File: config.mk
export PLATFORM = sky130hd
export DESIGN_NAME = mem_port_arbiter_flat
export DESIGN_NICKNAME = d
export VERILOG_FILES = /design/src/rtl/mem_port_arbiter_if.sv /design/src/rtl/mem_port_arbiter.sv /design/src/flat_wrapper.sv
export SDC_FILE = /design/constraint.sdc
export NUM_CORES = 1
export LEC_CHECK = 0
export ABC_AREA = 1
export BUFFER_PORTS_ARGS = -buffer_cell sky130_fd_sc_hd__buf_2
export CORE_AREA = 2 2 107 109
export DETAILED_ROUTE_END_ITERATION = 7
export DIE_AREA = 0 0 109 111
export GPL_TIMING_DRIVEN = 0
export PLACE_DENSITY = 0.76
export SYNTH_ARGS = -nofsm -noshare
export SYNTH_HDL_FRONTEND = slang
export SYNTH_SLANG_ARGS = --single-unit
File: constraint.sdc
create_clock -name clk -period 2.8 [get_ports clk]
set_input_delay 0.56 -clock clk [delete_from_list [all_inputs] [get_ports clk]]
set_output_delay 0.56 -clock clk [all_outputs]
set_load 0.1 [all_outputs]
File: src/rtl/mem_port_arbiter_if.sv
// mem_port_arbiter_if
//
// Groups every handshake and bus signal around the unified-memory arbiter:
// the fetch requester (if_*), the load/store requester (d_*) and the single
// memory port (mem_*).
//
// Modports:
//   slave  - the arbiter's view: takes requests from fetch/LSU and memory
//            responses, drives grants, responses and the memory command.
//   master - the surrounding system's view (core fetch/LSU plus memory
//            model): the mirror image of slave.
interface mem_port_arbiter_if;
    // Fetch requester
    logic        if_req;
    logic [31:0] if_addr;
    logic        if_gnt;
    logic        if_rvalid;
    logic [31:0] if_rdata;
    logic        if_err;

    // Load/store requester
    logic        d_req;
    logic [31:0] d_addr;
    logic [3:0]  d_we;
    logic [31:0] d_wdata;
    logic        d_gnt;
    logic        d_rvalid;
    logic [31:0] d_rdata;
    logic        d_err;

    // Memory port
    logic        mem_req;
    logic [31:0] mem_addr;
    logic [3:0]  mem_we;
    logic [31:0] mem_wdata;
    logic        mem_rvalid;
    logic [31:0] mem_rdata;

    modport slave (
        input  if_req, if_addr,
        output if_gnt, if_rvalid, if_rdata, if_err,
        input  d_req, d_addr, d_we, d_wdata,
        output d_gnt, d_rvalid, d_rdata, d_err,
        output mem_req, mem_addr, mem_we, mem_wdata,
        input  mem_rvalid, mem_rdata
    );

    modport master (
        output if_req, if_addr,
        input  if_gnt, if_rvalid, if_rdata, if_err,
        output d_req, d_addr, d_we, d_wdata,
        input  d_gnt, d_rvalid, d_rdata, d_err,
        input  mem_req, mem_addr, mem_we, mem_wdata,
        output mem_rvalid, mem_rdata
    );
endinterface

File: src/rtl/mem_port_arbiter.sv
// mem_port_arbiter
//
// Shares one single-port memory between instruction fetch and load/store.
// One transaction is outstanding at a time. Data has priority over fetch,
// but after STARVE_LIMIT consecutive data grants with fetch waiting, fetch
// is served next. A watchdog ends any transaction the memory never answers
// after TIMEOUT cycles, returning an error response.
//
// Ports:
//   clk    - clock, all state updates on the rising edge
//   reset  - synchronous, active-high reset
//   bus_io - mem_port_arbiter_if.slave: fetch, data and memory signals
//            (grants and mem_* are combinational, responses are registered)
module mem_port_arbiter #(
    parameter int STARVE_LIMIT = 4,
    parameter int TIMEOUT      = 64
) (
    input  logic               clk,
    input  logic               reset,
    mem_port_arbiter_if.slave  bus_io
);

    localparam int              SW         = $clog2(STARVE_LIMIT + 1);
    localparam logic [SW-1:0]   STARVE_MAX = SW'(STARVE_LIMIT);
    localparam logic [15:0]     WAIT_LAST  = 16'(TIMEOUT - 1);

    typedef enum logic [1:0] {
        IDLE,
        WAIT_IF,
        WAIT_D
    } state_t;

    state_t        state_q, state_d;
    logic [SW-1:0] starveCnt_q, starveCnt_d;
    logic [15:0]   waitCnt_q, waitCnt_d;
    logic          dWrite_q, dWrite_d;

    logic          ifRvalid_q, ifRvalid_d;
    logic [31:0]   ifRdata_q, ifRdata_d;
    logic          ifErr_q, ifErr_d;
    logic          dRvalid_q, dRvalid_d;
    logic [31:0]   dRdata_q, dRdata_d;
    logic          dErr_q, dErr_d;

    logic          grantIf;
    logic          grantD;

    // Fetch only beats a pending data request once data has been granted
    // STARVE_LIMIT times in a row while fetch was waiting.
    assign grantIf = bus_io.if_req && (!bus_io.d_req || (starveCnt_q == STARVE_MAX));
    assign grantD  = !grantIf && bus_io.d_req;

    // Next-state, arbitration and memory command. The wait counter is
    // loaded with 1 at the grant so it counts cycles since the grant; the
    // watchdog then answers exactly TIMEOUT cycles after the grant.
    // A memory response in the watchdog cycle takes precedence.
    always_comb begin
        state_d     = state_q;
        starveCnt_d = starveCnt_q;
        waitCnt_d   = 16'd0;
        dWrite_d    = dWrite_q;
        ifRvalid_d  = 1'b0;
        ifRdata_d   = ifRdata_q;
        ifErr_d     = 1'b0;
        dRvalid_d   = 1'b0;
        dRdata_d    = dRdata_q;
        dErr_d      = 1'b0;

        bus_io.if_gnt    = 1'b0;
        bus_io.d_gnt     = 1'b0;
        bus_io.mem_req   = 1'b0;
        bus_io.mem_addr  = 32'd0;
        bus_io.mem_we    = 4'd0;
        bus_io.mem_wdata = 32'd0;

        case (state_q)
            IDLE: begin
                if (grantIf) begin
                    bus_io.if_gnt   = 1'b1;
                    bus_io.mem_req  = 1'b1;
                    bus_io.mem_addr = bus_io.if_addr;
                    starveCnt_d     = '0;
                    waitCnt_d       = 16'd1;
                    state_d         = WAIT_IF;
                end else if (grantD) begin
                    bus_io.d_gnt     = 1'b1;
                    bus_io.mem_req   = 1'b1;
                    bus_io.mem_addr  = bus_io.d_addr;
                    bus_io.mem_we    = bus_io.d_we;
                    bus_io.mem_wdata = bus_io.d_wdata;
                    if (!bus_io.if_req) begin
                        starveCnt_d = '0;
                    end else if (starveCnt_q != STARVE_MAX) begin
                        starveCnt_d = starveCnt_q + 1'b1;
                    end
                    dWrite_d  = |bus_io.d_we;
                    waitCnt_d = 16'd1;
                    state_d   = WAIT_D;
                end
            end
            WAIT_IF: begin
                waitCnt_d = waitCnt_q + 16'd1;
                if (bus_io.mem_rvalid || (waitCnt_q == WAIT_LAST)) begin
                    ifRvalid_d = 1'b1;
                    ifErr_d    = !bus_io.mem_rvalid;
                    ifRdata_d  = bus_io.mem_rvalid ? bus_io.mem_rdata : 32'd0;
                    state_d    = IDLE;
                end
            end
            WAIT_D: begin
                waitCnt_d = waitCnt_q + 16'd1;
                if (bus_io.mem_rvalid || (waitCnt_q == WAIT_LAST)) begin
                    dRvalid_d = 1'b1;
                    dErr_d    = !bus_io.mem_rvalid;
                    dRdata_d  = (bus_io.mem_rvalid && !dWrite_q) ? bus_io.mem_rdata : 32'd0;
                    state_d   = IDLE;
                end
            end
            default: begin
                state_d = IDLE;
            end
        endcase
    end

    // State and response registers; reset silently drops any transaction.
    always_ff @(posedge clk) begin
        if (reset) begin
            state_q     <= IDLE;
            starveCnt_q <= '0;
            waitCnt_q   <= 16'd0;
            dWrite_q    <= 1'b0;
            ifRvalid_q  <= 1'b0;
            ifRdata_q   <= 32'd0;
            ifErr_q     <= 1'b0;
            dRvalid_q   <= 1'b0;
            dRdata_q    <= 32'd0;
            dErr_q      <= 1'b0;
        end else begin
            state_q     <= state_d;
            starveCnt_q <= starveCnt_d;
            waitCnt_q   <= waitCnt_d;
            dWrite_q    <= dWrite_d;
            ifRvalid_q  <= ifRvalid_d;
            ifRdata_q   <= ifRdata_d;
            ifErr_q     <= ifErr_d;
            dRvalid_q   <= dRvalid_d;
            dRdata_q    <= dRdata_d;
            dErr_q      <= dErr_d;
        end
    end

    assign bus_io.if_rvalid = ifRvalid_q;
    assign bus_io.if_rdata  = ifRdata_q;
    assign bus_io.if_err    = ifErr_q;
    assign bus_io.d_rvalid  = dRvalid_q;
    assign bus_io.d_rdata   = dRdata_q;
    assign bus_io.d_err     = dErr_q;

endmodule
File: src/flat_wrapper.sv
// flat-port wrapper written by rule: the top's interface ports become plain ports
module mem_port_arbiter_flat 
#(
    parameter int STARVE_LIMIT = 4,
    parameter int TIMEOUT      = 64
)
  (clk, reset, bus_io_if_req, bus_io_if_addr, bus_io_if_gnt, bus_io_if_rvalid, bus_io_if_rdata, bus_io_if_err, bus_io_d_req, bus_io_d_addr, bus_io_d_we, bus_io_d_wdata, bus_io_d_gnt, bus_io_d_rvalid, bus_io_d_rdata, bus_io_d_err, bus_io_mem_req, bus_io_mem_addr, bus_io_mem_we, bus_io_mem_wdata, bus_io_mem_rvalid, bus_io_mem_rdata);
  mem_port_arbiter_if bus_io_i ();
  input  logic clk;
  input  logic reset;
  input wire logic [$bits(bus_io_i.if_req)-1:0] bus_io_if_req;
  input wire logic [$bits(bus_io_i.if_addr)-1:0] bus_io_if_addr;
  output wire logic [$bits(bus_io_i.if_gnt)-1:0] bus_io_if_gnt;
  output wire logic [$bits(bus_io_i.if_rvalid)-1:0] bus_io_if_rvalid;
  output wire logic [$bits(bus_io_i.if_rdata)-1:0] bus_io_if_rdata;
  output wire logic [$bits(bus_io_i.if_err)-1:0] bus_io_if_err;
  input wire logic [$bits(bus_io_i.d_req)-1:0] bus_io_d_req;
  input wire logic [$bits(bus_io_i.d_addr)-1:0] bus_io_d_addr;
  input wire logic [$bits(bus_io_i.d_we)-1:0] bus_io_d_we;
  input wire logic [$bits(bus_io_i.d_wdata)-1:0] bus_io_d_wdata;
  output wire logic [$bits(bus_io_i.d_gnt)-1:0] bus_io_d_gnt;
  output wire logic [$bits(bus_io_i.d_rvalid)-1:0] bus_io_d_rvalid;
  output wire logic [$bits(bus_io_i.d_rdata)-1:0] bus_io_d_rdata;
  output wire logic [$bits(bus_io_i.d_err)-1:0] bus_io_d_err;
  output wire logic [$bits(bus_io_i.mem_req)-1:0] bus_io_mem_req;
  output wire logic [$bits(bus_io_i.mem_addr)-1:0] bus_io_mem_addr;
  output wire logic [$bits(bus_io_i.mem_we)-1:0] bus_io_mem_we;
  output wire logic [$bits(bus_io_i.mem_wdata)-1:0] bus_io_mem_wdata;
  input wire logic [$bits(bus_io_i.mem_rvalid)-1:0] bus_io_mem_rvalid;
  input wire logic [$bits(bus_io_i.mem_rdata)-1:0] bus_io_mem_rdata;
  assign bus_io_i.if_req = bus_io_if_req;
  assign bus_io_i.if_addr = bus_io_if_addr;
  assign bus_io_if_gnt = bus_io_i.if_gnt;
  assign bus_io_if_rvalid = bus_io_i.if_rvalid;
  assign bus_io_if_rdata = bus_io_i.if_rdata;
  assign bus_io_if_err = bus_io_i.if_err;
  assign bus_io_i.d_req = bus_io_d_req;
  assign bus_io_i.d_addr = bus_io_d_addr;
  assign bus_io_i.d_we = bus_io_d_we;
  assign bus_io_i.d_wdata = bus_io_d_wdata;
  assign bus_io_d_gnt = bus_io_i.d_gnt;
  assign bus_io_d_rvalid = bus_io_i.d_rvalid;
  assign bus_io_d_rdata = bus_io_i.d_rdata;
  assign bus_io_d_err = bus_io_i.d_err;
  assign bus_io_mem_req = bus_io_i.mem_req;
  assign bus_io_mem_addr = bus_io_i.mem_addr;
  assign bus_io_mem_we = bus_io_i.mem_we;
  assign bus_io_mem_wdata = bus_io_i.mem_wdata;
  assign bus_io_i.mem_rvalid = bus_io_mem_rvalid;
  assign bus_io_i.mem_rdata = bus_io_mem_rdata;
  mem_port_arbiter #(.STARVE_LIMIT(STARVE_LIMIT), .TIMEOUT(TIMEOUT)) u_core (.clk(clk), .reset(reset), .bus_io(bus_io_i));
endmodule
==> results.tsv, run 1 <==
metric	value	unit
final_area	6860	sq um
register_area	1800	sq um
synth_cells	641	
routabilityCongestion	0.929	
fin_crit	2760	ps
clkSinkCount	90	
finalHoldViolations	0	
dieArea	12100	sq um
route.detailed.drc	0	
seq_area_frac_synth	41.4	%
status	finished, final reports clean	
fp.dieH	111	microns
fin_setup_tns	0	ps
power_leakage	3.49	nW
multiInputGateArea	2170	sq um
use_met1	30.1	%
netlist_area	4350	sq um
maxSlewHeadroom	63.0	%
hpwl	12400	microns
finalMaxSlewViolations	0	
setup_viol	0	
irDropWorstVdd	0.646	mV
endpoint	bus_io_mem_wdata[7]	
synth_area_leaders	dfxtp_1, nand2_1, nor2_1, a22o_1, a21oi_1	
cts_buffers	9	
synth_warnings	0	
grt.overflow.total	0	
worstPathArrival	2200	ps
instances_no_fill	1082	
placed_area	5920	sq um
num_vias	5241	
synth_top_area_cell	dfxtp_1	
r2r-start	u_core.state_q[0]	
use_met2	43.4	%
grt_max_degree	17	
dp_cells	1059	
port_buffers	275	
ff2ff_setup_slack	960	ps
crit_type	reg2out	
clk_pin_slew_worst_paths	70	ps
initial_core_util	39.3	%
hp-class	reg2reg	
core	11100	sq um
grt_pass1_wl	24400	microns
avgSynthCellArea	6.78	sq um
drt_wl_total	16900	microns
cts_root_buf	clkbuf_16	
tightest_slew	555	ps
final.period_utilization	98.4	%
drt-pass1-iter-count	5	
htreeDepth	3	
max_freq	0.363	GHz
rr_endpoint	u_core.waitCnt_q[15]	
use_met3	8.99	%
drtAntennaViolNets	0	
nets	1076	
tritoncts	yes	
final_core_util	61.9	%
cp-start-kind	register	
cap_violations	0	
powerDensity	928	nW/um^2
grt_pass1_vias	4845	
rows	39	
grt.busiest_layer	met2	
rsz0062_at_grt	yes	
synthToLayoutAreaGrowth	57.8	%
critPathLaunch	u_core.starveCnt_q[0]	
clockBufferDepth	2	
skew	7.74	ps
antenna_found_initial	4	
worstPathRequired	2240	ps
drive_above_1_share	38.2	%
die_w	109	microns
r2r_cells	7	
path_max_fanout	10	
insertion_delay	340	ps
synth_nets	785	
netlist.area_leader.share	41.4	%
grt_usage	26.1	%
synth_seq_cells	90	
drtIter0Drc	339	
wl_per_cell	15.6	microns
fillCellCount	1029	
pin_count	276	
endpoint_kind	primary output	
via_per_inst	4.84	
synth.distinct_cells	26	
logic make-up after synthesis:
kind of cell    count (synthesis)  share of synthesized area (%)
simple gates                  344                           32.1
flops                          90                           41.4
xor+xnor                        2                          0.403
compound gates                 94                           13.7
fa+ha+maj                       7                           2.01
buf+inv                       104                           10.4
synthesized netlist by cell type (all sizes together):
| library cell | count |
|---|---|
| o21ai | 11 |
| o32ai | 1 |
| a21oi | 50 |
| clkinv | 1 |
| xnor2 | 1 |
| nor3 | 3 |
| nand2 | 162 |
| nor2 | 129 |
| nand3 | 44 |
| dfxtp | 90 |
| ha | 7 |
| a22o | 32 |
| xor2 | 1 |
| nor4 | 1 |
| nand4 | 5 |
| inv | 66 |
| clkbuf | 13 |
| buf | 24 |
layer usage:
layer / up-vias / part of all wire (%)
met4: 2 / 3.2
li1: 2616 / -
met1: 2361 / 38
met2: 222 / 47
met3: 40 / 11
met5: - / 0.077
worst max-delay path, stage by stage, from the launching register on:
cell and delay [ps]:
dfxtp_1 330, inv_1 70, ha_1 190, nand2_1 80, nand2_1 60, nand2_2 90
nand2_2 80, nor2_4 230, inv_4 100, buf_4 200, nor2_1 170, buf_6 250
state kept, by name, summed over array words and instances, names as in the netlist:
name	count
u_core.bus_io.if_err	1
u_core.state_q	2
u_core.bus_io.d_err	1
u_core.starveCnt_q	3
u_core.bus_io.if_rvalid	1
u_core.bus_io.d_rvalid	1
u_core.dWrite_q	1
u_core.waitCnt_q	16
u_core.bus_io.if_rdata	32
u_core.bus_io.d_rdata	32
layout make-up:
type | count | share of cell area, %
diodes | 2 | 0.0730
repair buffers | 280 | 28.0
flip-flops and latches | 90 | 26.3
plain buffers | 37 | 3.21
clock buffers | 10 | 3.48
multi-input cells | 447 | 31.6
clock inverters | 6 | 1.06
inverters | 67 | 3.72
well taps | 143 | 2.61
stage by stage:
stage / setup WS (ps) / hold WS [ps] / total power, W
CTS: -27.4 / 459 / 0.00626
global route: -48.3 / 480 / 0.00660
finish: 43.7 / 458 / 0.00637
detailed placement: 67.2 / 449 / 0.00480
floorplan: -295 / 427 / 0.00422
global placement: 69.4 / 440 / 0.00478
how the worst min path moves through the flow:
stage	start	end	cells after the start
finish	u_core.bus_io.if_rdata[29]	u_core.bus_io.if_rdata[29]	2
global route	u_core.bus_io.if_rdata[10]	u_core.bus_io.if_rdata[10]	2
CTS	u_core.bus_io.if_rdata[29]	u_core.bus_io.if_rdata[29]	2
detailed placement	u_core.bus_io.if_rdata[30]	u_core.bus_io.if_rdata[30]	2
global placement	u_core.waitCnt_q[15]	u_core.waitCnt_q[15]	1
floorplan	u_core.waitCnt_q[15]	u_core.waitCnt_q[15]	1
cell usage in the layout, fill, tap and decap left out, types with 2 or more instances in the layout:
master,synthesis,routed
nand2_4,2,2
buf_8,0,5
buf_4,6,18
nand2_2,1,3
nand2_1,159,157
inv_6,0,2
clkbuf_4,0,5
buf_12,0,11
buf_1,3,3
nor3_1,3,3
buf_2,12,214
a22o_1,32,23
clkbuf_1,13,13
nand4_1,5,5
nor2_1,126,105
o21ai_0,11,11
a22o_2,0,9
clkbuf_16,0,9
clkinv_4,0,2
a21oi_1,50,49
ha_1,7,7
inv_1,65,65
nand3_1,44,44
dfxtp_1,90,90
nor2_2,2,23
buf_6,3,48
diode_2,0,2
repair_timing:
item | CTS | global route
buffers inserted | 3 | 2
pin swaps | 1 | 1
endpoints found under the setup margin | 61 | 69
gates resized for setup | 119 | 71
hold buffers | 0 | 0
where the power goes:
part           switching (W)  internal [W]  total (W)
clock network       0.000522      0.000725    0.00125
registers          0.0000756       0.00142    0.00149
logic                0.00281      0.000814    0.00363
(Power assumes the default switching activity.)
==> run 2: changes to the inputs <==
--- a/config.mk
+++ b/config.mk
@@ -12,6 +12,7 @@
 export DIE_AREA = 0 0 109 111
 export GPL_TIMING_DRIVEN = 0
 export PLACE_DENSITY = 0.76
+export SETUP_SLACK_MARGIN = 0.5
 export SYNTH_ARGS = -nofsm -noshare
 export SYNTH_HDL_FRONTEND = slang
 export SYNTH_SLANG_ARGS = --single-unit
==> run 2 against run 1 <==
Against the previous run:
- sequential share of layout area shrank 4.3 points
- sequential cell count did not move
- first-iteration DRC count shrank 2.9%
- combinational power up 22%
- worst setup slack improved by 170 ps
- clock skew about the same
- hold slack worse by 0.51 ps
- sequential power about the same
- critical path depth grew 1
- utilization rose by 12 points
==> results.tsv, run 2 (synthesized netlist as in run 1, its figures left out) <==
metric	value	unit	change
status	finished, final reports clean		
drtIter0Drc	329		-2.9%
crit_type	reg2out		
r2r-start	u_core.state_q[0]		
clkSinkCount	90		unchanged
hpwl	12400	microns	-0.40%
irDropWorstVdd	0.531	mV	-18%
rsz0062_at_grt	yes		
pwr-share-clk	17.0	%	-2.6 points
crit_chain	inv_2 -> ha_4 -> nand2_4 -> nand2_4 -> nand2_4 -> nand2_4 -> nor2_4 -> buf_12 -> buf_12 -> buf_12 -> a22o_4 -> buf_12		
hp-class	reg2reg		
skew	7.77	ps	+0.0392 ps
intPower	0.00348	W	+18%
power_switching	0.00368	W	+7.9%
tritoncts	yes		
path_max_fanout	10		unchanged
finalHoldViolations	0		unchanged
clockBufferDepth	2		unchanged
switching_share	51.4	%	-2.1 points
setup_viol	0		unchanged
cp-start-kind	register		
antenna_found_initial	3		-1
grt_usage	31.4	%	+5.3 points
powerDensity	869	nW/um^2	-6.4%
maxSlewHeadroom	61.8	%	-1.2 points
hold_start	u_core.waitCnt_q[15]		
power_leakage	3.96	nW	+13%
drtAntennaViolNets	0		unchanged
grt.overflow.total	0		unchanged
final.period_utilization	92.2	%	-6.2 points
mostFrequentLayoutCells	buf_2, nand2_1, nor2_1		
drt-pass1-iter-count	7		+2
route.detailed.drc	0		unchanged
placed_area	6240	sq um	+5.4%
fin_crit	2580	ps	-175 ps
wl_per_cell	18.5	microns	+19%
dieArea	12100	sq um	unchanged
fin_setup_tns	0	ps	unchanged
nets	1092		+1.5%
drive_above_1_share	44.4	%	+6.2 points
pwr-share-comb	62.0	%	+5.1 points
fillCellCount	810		-21%
final_area	8230	sq um	+20%
pin_count	276		unchanged
htreeDepth	3		unchanged
grt_pass1_wl	29200	microns	+20%
cap_violations	0		unchanged
worstPathArrival	2020	ps	-180 ps
drt_wl_total	20400	microns	+21%
cts_root_buf	clkbuf_16		
critPathLaunch	u_core.starveCnt_q[0]		
insertion_delay	340	ps	about the same
pwr-share-seq	20.9	%	-2.6 points
routabilityCongestion	0.869		-6.5%
port_buffers	275		unchanged
endpoint_kind	primary output		
max_freq	0.387	GHz	+6.8%
synthToLayoutAreaGrowth	89.3	%	
slowest_delay	320	ps	about the same
grt_pass1_vias	5372		+11%
die_w	109	microns	unchanged
core	11100	sq um	unchanged
finalMaxSlewViolations	0		unchanged
worstPathRequired	2240	ps	about the same
holdBufCountCts	0		unchanged
grt_max_degree	17		unchanged
cts_buffers	9		unchanged
rows	39		unchanged
tightest_slew	573	ps	+17.5 ps
via_per_inst	5.09		+5.1%
clk_pin_slew_worst_paths	60	ps	about the same
final_common_cell	buf_2		
initial_core_util	39.3	%	unchanged
fp.dieH	111	microns	unchanged
num_vias	5588		+6.6%
slowest_stage	dfxtp_2		
-- run 2: cell count changes in the layout (fill, tap and decap cells not counted), moves of 5 or more --
cell / delta
buf_2: -7
clkbuf_4: -5
a22o_4: +27
a22o_1: -21
a22o_2: -6
buf_12: +66
buf_6: -41
nor2_1: -15
nor2_4: +36
nor2_2: -21
-- run 2: what timing repair did --
item                       4_1_cts  5_1_grt
gates resized for setup        345       11
pin swaps                        8       13
buffers inserted                11        5
gates cloned                     2        3
setup endpoints to repair       71       71
-- run 2: worst paths after layout --
check / endpoint / slack, ps / depth (start not counted)
worst max-delay path: bus_io_mem_addr[17] / 220 / 12
worst min-delay path: u_core.waitCnt_q[15] / 460 / 1
worst max register to register: u_core.waitCnt_q[12] / 870 / 7
worst min register to register: u_core.waitCnt_q[15] / 460 / 1
-- run 2: routing by layer --
| layer | part of all wire, % | GRT usage, % | wire length, microns | up-vias |
|---|---|---|---|---|
| li1 | - | - | - | 2655 |
| met1 | 35 | 34.5 | 7180 | 2536 |
| met3 | 11 | 11.5 | 2160 | 75 |
| met5 | 0.074 | 0 | 15 | - |
| met4 | 4.5 | 17.0 | 924 | 2 |
| met2 | 50 | 51.8 | 10100 | 320 |
-- run 2: metrics by stage --
stage | hold WS, ps | worst slack, ps | util [%] | power, W | instances
2_1_floorplan | 427 | 159 | - | 0.00437 | 641
3_3_place_gp | 441 | 134 | 56.3 | 0.00491 | 1059
3_5_place_dp | 446 | 132 | 56.3 | 0.00493 | 1059
4_1_cts | 455 | 237 | 73.0 | 0.00700 | 1088
5_1_grt | 473 | 115 | 74.3 | 0.00739 | 1097
6_report | 458 | 219 | 74.3 | 0.00716 | 1098
-- run 2: power by group through the flow --
| stage | clock network, W | registers, W | logic, W |
|---|---|---|---|
| 4_1_cts | 0.00123 | 0.00149 | 0.00427 |
| 5_1_grt | 0.00129 | 0.00151 | 0.00458 |
| 3_3_place_gp | 0 | 0.00152 | 0.00340 |
| 2_1_floorplan | 0 | 0.00232 | 0.00205 |
| 6_report | 0.00122 | 0.00150 | 0.00444 |
| 3_5_place_dp | 0 | 0.00152 | 0.00341 |
-- run 2: cell type report --
cell class              instances  area (sq um)  share of cell area, %
inverters                      67           265                   3.22
diodes                          2          5.00                 0.0608
flip-flops and latches         90          1810                   21.9
clock inverters                 7          75.1                  0.912
well taps                     143           179                   2.17
repair buffers                296          2710                   33.0
clock buffers                   9           225                   2.74
multi-input cells             447          2660                   32.3
plain buffers                  37           307                   3.72
-- run 2: worst max-delay path: cells and delay by family (launching register included) --
| kind | cells | cell delay (ps) |
|---|---|---|
| AOI/OAI and AO/OA | 1 | 230 |
| adders and majority gates | 1 | 140 |
| buffers and inverters | 5 | 650 |
| DFF | 1 | 320 |
| and+or+nand+nor | 5 | 320 |
